[config.mk]
export PLATFORM = sky130hd
export DESIGN_NAME = bitmask_index_encoder_flat
export DESIGN_NICKNAME = d
export VERILOG_FILES = /design/src/rtl/bitmask_enc_pkg.sv /design/src/rtl/bitmask_index_encoder_if.sv /design/src/rtl/lsb_finder.sv /design/src/rtl/bitmask_index_encoder.sv /design/src/flat_wrapper.sv
export SDC_FILE = /design/constraint.sdc
export NUM_CORES = 1
export LEC_CHECK = 0
export BUFFER_PORTS_ARGS = -buffer_cell sky130_fd_sc_hd__buf_2
export CAP_MARGIN = 20
export CORE_MARGIN = 2
export CORE_UTILIZATION = 62
export DETAILED_ROUTE_END_ITERATION = 10
export GPL_TIMING_DRIVEN = 0
export PLACE_DENSITY = 0.84
export SYNTH_ARGS = -nofsm -noshare
export SYNTH_HDL_FRONTEND = slang
export SYNTH_SLANG_ARGS = --single-unit
[constraint.sdc]
create_clock -name clk -period 8.53 [get_ports clk]
set_input_delay 1.2795 -clock clk [delete_from_list [all_inputs] [get_ports clk]]
set_output_delay 1.2795 -clock clk [all_outputs]
set_load 0.01 [all_outputs]
[src/rtl/bitmask_enc_pkg.sv]
// Shared constants, FSM state type and popcount helper for the bitmask index encoder.
package bitmask_enc_pkg;

  localparam int unsigned W  = 64;
  localparam int unsigned IW = 6;
  localparam int unsigned CW = 7;

  typedef enum logic [1:0] {
    StIdle,
    StScan,
    StEmpty
  } state_e;

  function automatic logic [CW-1:0] popcount(input logic [W-1:0] v);
    logic [CW-1:0] c;
    c = '0;
    for (int i = 0; i < W; i++) begin
      c = c + CW'(v[i]);
    end
    return c;
  endfunction

endpackage

[src/rtl/bitmask_index_encoder_if.sv]
// Input vector handshake and output index-beat handshake of the bitmask index encoder.
interface bitmask_index_encoder_if;
  import bitmask_enc_pkg::*;

  logic          in_valid;
  logic          in_ready;
  logic [W-1:0]  in_vec;
  logic          out_valid;
  logic          out_ready;
  logic [IW-1:0] out_idx;
  logic          out_last;
  logic          out_empty;
  logic [CW-1:0] out_total;

  modport master (
    output in_valid, in_vec, out_ready,
    input  in_ready, out_valid, out_idx, out_last, out_empty, out_total
  );

  modport slave (
    input  in_valid, in_vec, out_ready,
    output in_ready, out_valid, out_idx, out_last, out_empty, out_total
  );

endinterface

[src/rtl/lsb_finder.sv]
// Combinational priority encoder: index of the lowest set bit, plus a found flag.
module lsb_finder
  import bitmask_enc_pkg::*;
(
  input  logic [W-1:0]  vec,
  output logic [IW-1:0] idx,
  output logic          found
);

  // Walk downward so the lowest set bit is the last (winning) assignment.
  always_comb begin
    idx   = '0;
    found = 1'b0;
    for (int i = W - 1; i >= 0; i--) begin
      if (vec[i]) begin
        idx   = i[IW-1:0];
        found = 1'b1;
      end
    end
  end

endmodule

[src/rtl/bitmask_index_encoder.sv]
// Sequential 64-to-6 encoder: emits the index of every set bit of an accepted vector, one per beat.
// Define BITMASK_MSB_FIRST_EN to emit indices highest first instead of lowest first.
module bitmask_index_encoder
  import bitmask_enc_pkg::*;
(
  input  logic                    clk,
  input  logic                    rst,
  bitmask_index_encoder_if.slave  bus
);

  state_e        state_q, state_d;
  logic [W-1:0]  pending_q, pending_d;
  logic [CW-1:0] total_q, total_d;
  logic [W-1:0]  scan_vec;
  logic [IW-1:0] find_idx;
  logic [IW-1:0] sel_idx;
  logic          found;
  logic          one_left;

`ifdef BITMASK_MSB_FIRST_EN
  // Reversed input turns the lowest-bit finder into a highest-bit finder; ~idx maps it back.
  always_comb begin
    for (int i = 0; i < W; i++) begin
      scan_vec[i] = pending_q[W-1-i];
    end
    sel_idx = ~find_idx;
  end
`else
  always_comb begin
    scan_vec = pending_q;
    sel_idx  = find_idx;
  end
`endif

  lsb_finder u_lsb_finder (
    .vec   (scan_vec),
    .idx   (find_idx),
    .found (found)
  );

  assign one_left = ((pending_q & (pending_q - W'(1))) == '0);

  always_comb begin
    state_d       = state_q;
    pending_d     = pending_q;
    total_d       = total_q;
    bus.in_ready  = 1'b0;
    bus.out_valid = 1'b0;
    bus.out_idx   = '0;
    bus.out_last  = 1'b0;
    bus.out_empty = 1'b0;
    bus.out_total = '0;
    unique case (state_q)
      StIdle: begin
        bus.in_ready = 1'b1;
        if (bus.in_valid) begin
          pending_d = bus.in_vec;
          total_d   = popcount(bus.in_vec);
          state_d   = (bus.in_vec == '0) ? StEmpty : StScan;
        end
      end
      StScan: begin
        bus.out_valid = found;
        bus.out_idx   = sel_idx;
        bus.out_last  = one_left;
        bus.out_total = total_q;
        if (found && bus.out_ready) begin
          pending_d = pending_q & ~(W'(1) << sel_idx);
          if (one_left) begin
            state_d = StIdle;
            total_d = '0;
          end
        end
      end
      StEmpty: begin
        bus.out_valid = 1'b1;
        bus.out_last  = 1'b1;
        bus.out_empty = 1'b1;
        bus.out_total = total_q;
        if (bus.out_ready) begin
          state_d = StIdle;
          total_d = '0;
        end
      end
      default: state_d = StIdle;
    endcase
  end

  always_ff @(posedge clk or posedge rst) begin
    if (rst) begin
      state_q   <= StIdle;
      pending_q <= '0;
      total_q   <= '0;
    end else begin
      state_q   <= state_d;
      pending_q <= pending_d;
      total_q   <= total_d;
    end
  end

endmodule

[src/flat_wrapper.sv]
// flat-port wrapper written by rule: the top's interface ports become plain ports
module bitmask_index_encoder_flat import bitmask_enc_pkg::*;
  (clk, rst, bus_in_valid, bus_in_vec, bus_out_ready, bus_in_ready, bus_out_valid, bus_out_idx, bus_out_last, bus_out_empty, bus_out_total);
  bitmask_index_encoder_if bus_i ();
  input  logic clk;
  input  logic rst;
  input wire logic [$bits(bus_i.in_valid)-1:0] bus_in_valid;
  input wire logic [$bits(bus_i.in_vec)-1:0] bus_in_vec;
  input wire logic [$bits(bus_i.out_ready)-1:0] bus_out_ready;
  output wire logic [$bits(bus_i.in_ready)-1:0] bus_in_ready;
  output wire logic [$bits(bus_i.out_valid)-1:0] bus_out_valid;
  output wire logic [$bits(bus_i.out_idx)-1:0] bus_out_idx;
  output wire logic [$bits(bus_i.out_last)-1:0] bus_out_last;
  output wire logic [$bits(bus_i.out_empty)-1:0] bus_out_empty;
  output wire logic [$bits(bus_i.out_total)-1:0] bus_out_total;
  assign bus_i.in_valid = bus_in_valid;
  assign bus_i.in_vec = bus_in_vec;
  assign bus_i.out_ready = bus_out_ready;
  assign bus_in_ready = bus_i.in_ready;
  assign bus_out_valid = bus_i.out_valid;
  assign bus_out_idx = bus_i.out_idx;
  assign bus_out_last = bus_i.out_last;
  assign bus_out_empty = bus_i.out_empty;
  assign bus_out_total = bus_i.out_total;
  bitmask_index_encoder u_core (.clk(clk), .rst(rst), .bus(bus_i));
endmodule
### Word-level counts from Yosys, hierarchy flattened

Cells that the tools add are included.

* reductions and logical operators: 10
* magnitude comparators: 0
* shift operators: 1
* equality and inequality tests: 6
* div/mod/pow operators: 0
* add/sub/neg operators: 64
* bitwise logic cells: 3
* muxes and demuxes: 148
* $mul: 0

Operator list (count)
* adder 7 x 1 -> 7 bit: 62
* two-way mux 6 bit: 65
* bitwise AND 64 bit: 2
* logical NOT 64 bit: 2
* two-way mux 64 bit: 2
* one-hot mux 64 bit (2 select lines): 1
* two-way mux 1 bit: 66
* NOT 64 bit: 1
* << shifter 1 x 6 -> 64 bit, first input constant: 1
* subtractor 64 x 1 -> 64 bit, second input constant: 1
* two-way mux 7 bit: 5
* one-hot mux 7 bit (3 select lines): 1
* two-way mux 2 bit: 5
* one-hot mux 2 bit (3 select lines): 1
* AND reduction 5 bit: 1
* != test 2 x 1 -> 1 bit, second input constant: 2
* != test 2 bit, second input constant: 2
* one-hot mux 1 bit (2 select lines): 2
* AND reduction 4 bit: 1
* AND reduction 3 bit: 1
* nonzero test 3 bit: 1
* adder 1 x 1 -> 2 bit: 1
* equality test 2 x 1 -> 1 bit, second input constant: 1
* equality test 2 bit, second input constant: 1
* other kinds (4): 4

* memory bits (read-only): 0
* memories kept: 0
* bits in writable memories: 0
* register bits after elaboration: 73
* latch bits: 0
* input port bits: 68

### Depth between registers and ports, before layout

* depth in word-level cells: 69
* depth in mapped cells: 23

### Modules after synthesis

A second synthesis with hierarchy kept.

* cells, all modules: 851
* area total of the unflattened synthesis: 7045.5 µm²

Modules (own cells, without submodules)
* bitmask_index_encoder: cells each 711, sequential area each 1826.8 µm², area an instance 6282.3 µm², times used 1
* lsb_finder: cells each 140, sequential area each 0.0 µm², area an instance 763.2 µm², times used 1

### Worst setup path after synthesis

OpenSTA, ideal clock, no wires.

* path type: input to register
* from: in bus_in_vec[0]
* to: reg u_core.total_q[5]
* buffers on the path: 0
* data required time: 8.405 ns
* setup slack: 1.496 ns
* setup time: 0.125 ns
* arrival: 6.909 ns
* stages on the path: 21
* cell sequence: inv_1 -> ha_1 -> inv_1 -> fa_1 -> fa_1 -> inv_1 -> fa_1 -> fa_1 -> fa_1 -> fa_1 -> fa_1 -> fa_1 -> ha_1 -> nor2b_1 -> o21ai_0 -> nand2b_1 -> a21o_1 -> a21oi_1 -> xor2_1 -> nor2_1 -> mux2_4

* longest elaborated chain between the ends: 65

RTL lines
* start: declaration: RTL line flat_wrapper.sv:8 `input wire logic [$bits(bus_i.in_vec)-1:0] bus_in_vec;`
* adder 1 x 1 -> 2 bit: RTL line bitmask_enc_pkg.sv:18 `c = c + CW'(v[i]);`
* adder 7 x 1 -> 7 bit (62 in a row): RTL line bitmask_enc_pkg.sv:18
* two-way mux 7 bit: RTL line bitmask_index_encoder.sv:56 `if (bus.in_valid) begin`
* one-hot mux 7 bit (3 select lines): RTL line bitmask_index_encoder.sv:53 `unique case (state_q)`
* end signal: assignment: RTL line bitmask_index_encoder.sv:97 `total_q <= total_d;`
* end: declaration: RTL line bitmask_index_encoder.sv:13 `logic [CW-1:0] total_q, total_d;`

Every way passes these cells. The select of a mux whose other input is x is not followed.
A chain may end at the register's enable or synchronous reset.

### Worst setup path after layout

Ends and elaborated chain as after synthesis.

==> flow_summary.ini <==
[status]
outcome = finished, final reports clean

[floorplan]
pin_count = 85
start_util_pct = 63.4
fp.dieH_um = 112
rows = 39
die-area_um2 = 12500
core-area_um2 = 11400
die_w_um = 112

[layout]
multi_input_area_um2 = 4830
final_nets = 1096
seqCellArea_um2 = 1830
area_growth_syn_to_layout_pct = 12.2
diodes = 0
final_cell_count_no_fill = 1101
drive_gt1_share_pct = 13.3
nFillCells = 900

[placed_design]
dp_slack_ns = 0.978
place.gp.congestion = 1.06
hpwl_um = 21400
port_buffers = 84
dp_cells = 1085

[cts]
clock_path_buffers = 2
numClockSinks = 73
htreeDepth = 3
cts.clk_slew.worst_paths_ns = 0.06
cts-root-buf = clkbuf_16
post_cts_resized = 0
cts_made_buffers = 9
clk_latency_ns = 0.35
hold_buffers = 0
cts_setup_buffers = 0
cts_tree = done

[timing]
finalCriticalPeriod_ns = 7.19
layout_setup_ws_ns = 1.34
rsz0062_at_grt = no
period_share_pct = 84.3
max_clock_freq_ghz = 0.139
hold_viol_final = 0
setup_viol = 0
slew_headroom_pct = 28.1
tns_ns = 0
finClkSkew_ns = 0.00840
drv_slew = 0
tightest_slew_ns = 1.07

[critical_path]
crit_family = adder cells
critical_path.endpoint = u_core.total_q[5]
end_kind = register
path_depth = 22
path_buf_inv = 4
crit_path_max_fanout = 3
cp_data_required_time_ns = 8.76
crit_path_start = bus_in_vec[0]
reg2reg_to = u_core.total_q[2]
slowest_stage = fa_1
crit-reg2reg-launch = u_core.pending_q[46]
cp-start-kind = primary input
slowest_delay_ns = 0.55
worstPathArrival_ns = 7.42
reg2reg_setup_slack_ns = 2.87
critical_path.cell_chain = buf_2 -> inv_1 -> ha_1 -> inv_1 -> fa_1 -> fa_1 -> inv_1 -> fa_1 -> fa_1 -> fa_1 -> fa_1 -> fa_1 -> fa_1 -> ha_1 -> nor2b_1 -> o21ai_0 -> nand2b_1 -> a21o_1 -> a21oi_1 -> xor2_1 -> nor2_1 -> mux2_4
path_common_cell = fa_1
ff2ff_path_depth = 15
crit_type = in2reg

[synthesis]
syn-num-nets = 1001
yosys_warnings = 0
async_flop_share_pct = 100
ys_seq_area_share_pct = 25.3
syn-instance-count = 858
ys_types = 65
synth_ff_type = dfrtp_1
syn_area_um2 = 7210
synthesis.area_per_instance_um2 = 8.41
synth-seq-cells = 73
synth_edf_count = 0

[route]
post-route-drc-count = 0
drtIter0Drc = 1199
vias = 7710
first_pass_iters = 7
drtAntennaViolNets = 0
vias_per_cell = 7.00
wirelength_um = 26600
wl_per_cell_um = 24.2

[global_route]
grt_util_all_layers_pct = 43.6
antenna_found_initial = 0
overflow = 0
grt_pass1_vias = 7484
grt_max_degree = 74
grt_pass1_wl_um = 41500

[job]
drv_cap = 0

[hold_path]
hold_path.class = reg2reg
==> placed cells by master (no fill, tap or decap), types with 34 or more instances in the layout <==
cell,n
nand2_1,78
dfrtp_1,73
nor2_1,52
fa_1,54
buf_2,85
a21oi_1,39
a22o_1,52
inv_1,105
clkbuf_1,34
o21ai_0,85
==> logic make-up after synthesis <==
family,after synthesis,synth area share (%)
flip-flops,73,25.3
multiplexers,8,1.60
AO/OA/AOI/OAI,265,24.7
AND/OR/NAND/NOR,288,21.3
adder cells (fa/ha/maj),78,19.0
XOR/XNOR,3,0.364
buffers and inverters,143,7.67
==> flip-flops by register name, indices dropped and copies added (netlist names) <==
name              count
u_core.total_q        7
u_core.state_q        2
u_core.pending_q     64
==> synth_stat cells (3+ instances only) <==
master	instances	share of area (%)
a22o_1	52	6.3
clkbuf_1	34	1.8
nor2_1	52	2.7
o22ai_1	5	0.43
a31oi_1	6	0.52
inv_1	106	5.5
fa_1	54	15
or2_2	5	0.43
nand2_1	78	4.1
mux2_4	7	1.5
maj3_1	3	0.42
or3_1	7	0.61
o211ai_1	5	0.52
nand4_1	17	1.5
ha_1	21	3.6
or4_1	16	1.7
o21ai_0	85	5.9
o21a_1	5	0.52
nand3_1	23	1.6
a21o_1	16	1.7
o2111ai_1	4	0.49
a211oi_1	4	0.42
nor4_4	3	0.88
nand2b_1	7	0.61
nor2b_1	9	0.78
o31ai_1	12	1.2
nor3_1	17	1.2
a21oi_1	39	2.7
and2_1	8	0.69
nor4_1	33	2.9
nor4_2	3	0.52
dfrtp_1	73	25
a2111oi_0	3	0.36
==> layout make-up <==
cell class              count  area share (%)
multi-input cells         642            59.7
repair buffers             84            5.20
flip-flops and latches     73            22.6
inverters                 106            4.95
plain buffers              37            1.92
clock inverters             7           0.649
well taps                 143            2.21
clock buffers               9            2.78
==> layer usage <==
| metal | share of wire (%) | vias up | GRT usage [%] |
|---|---|---|---|
| met5 | 0 | - | 0 |
| met4 | 6.8 | 0 | 24.9 |
| met3 | 14 | 146 | 9.69 |
| met2 | 45 | 639 | 67.5 |
| met1 | 35 | 3625 | 56.9 |
| li1 | - | 3300 | - |
==> metrics by stage <==
step	cell area, um2	hold WS [ns]	utilization, %
floorplan	7210	0.473	-
global placement	7810	0.486	68.7
detailed placement	7810	0.487	68.7
CTS	8090	0.506	71.2
global route	8090	0.523	71.2
finish	8090	0.503	71.2
==> how the worst min path moves through the flow <==
stage                                 start  slack [ns]           endpoint  cells after the start
after floorplan           u_core.total_q[0]        0.47  u_core.total_q[0]                      1
after global placement    u_core.total_q[2]        0.49  u_core.total_q[2]                      1
after global routing      u_core.total_q[3]        0.52  u_core.total_q[3]                      1
final                     u_core.total_q[0]        0.50  u_core.total_q[0]                      1
after detailed placement  u_core.total_q[0]        0.49  u_core.total_q[0]                      1
after CTS                 u_core.total_q[0]        0.51  u_core.total_q[0]                      1
Power is not shown: default switching activity piles up to over one toggle a cycle in this logic, so the estimate is an artifact.
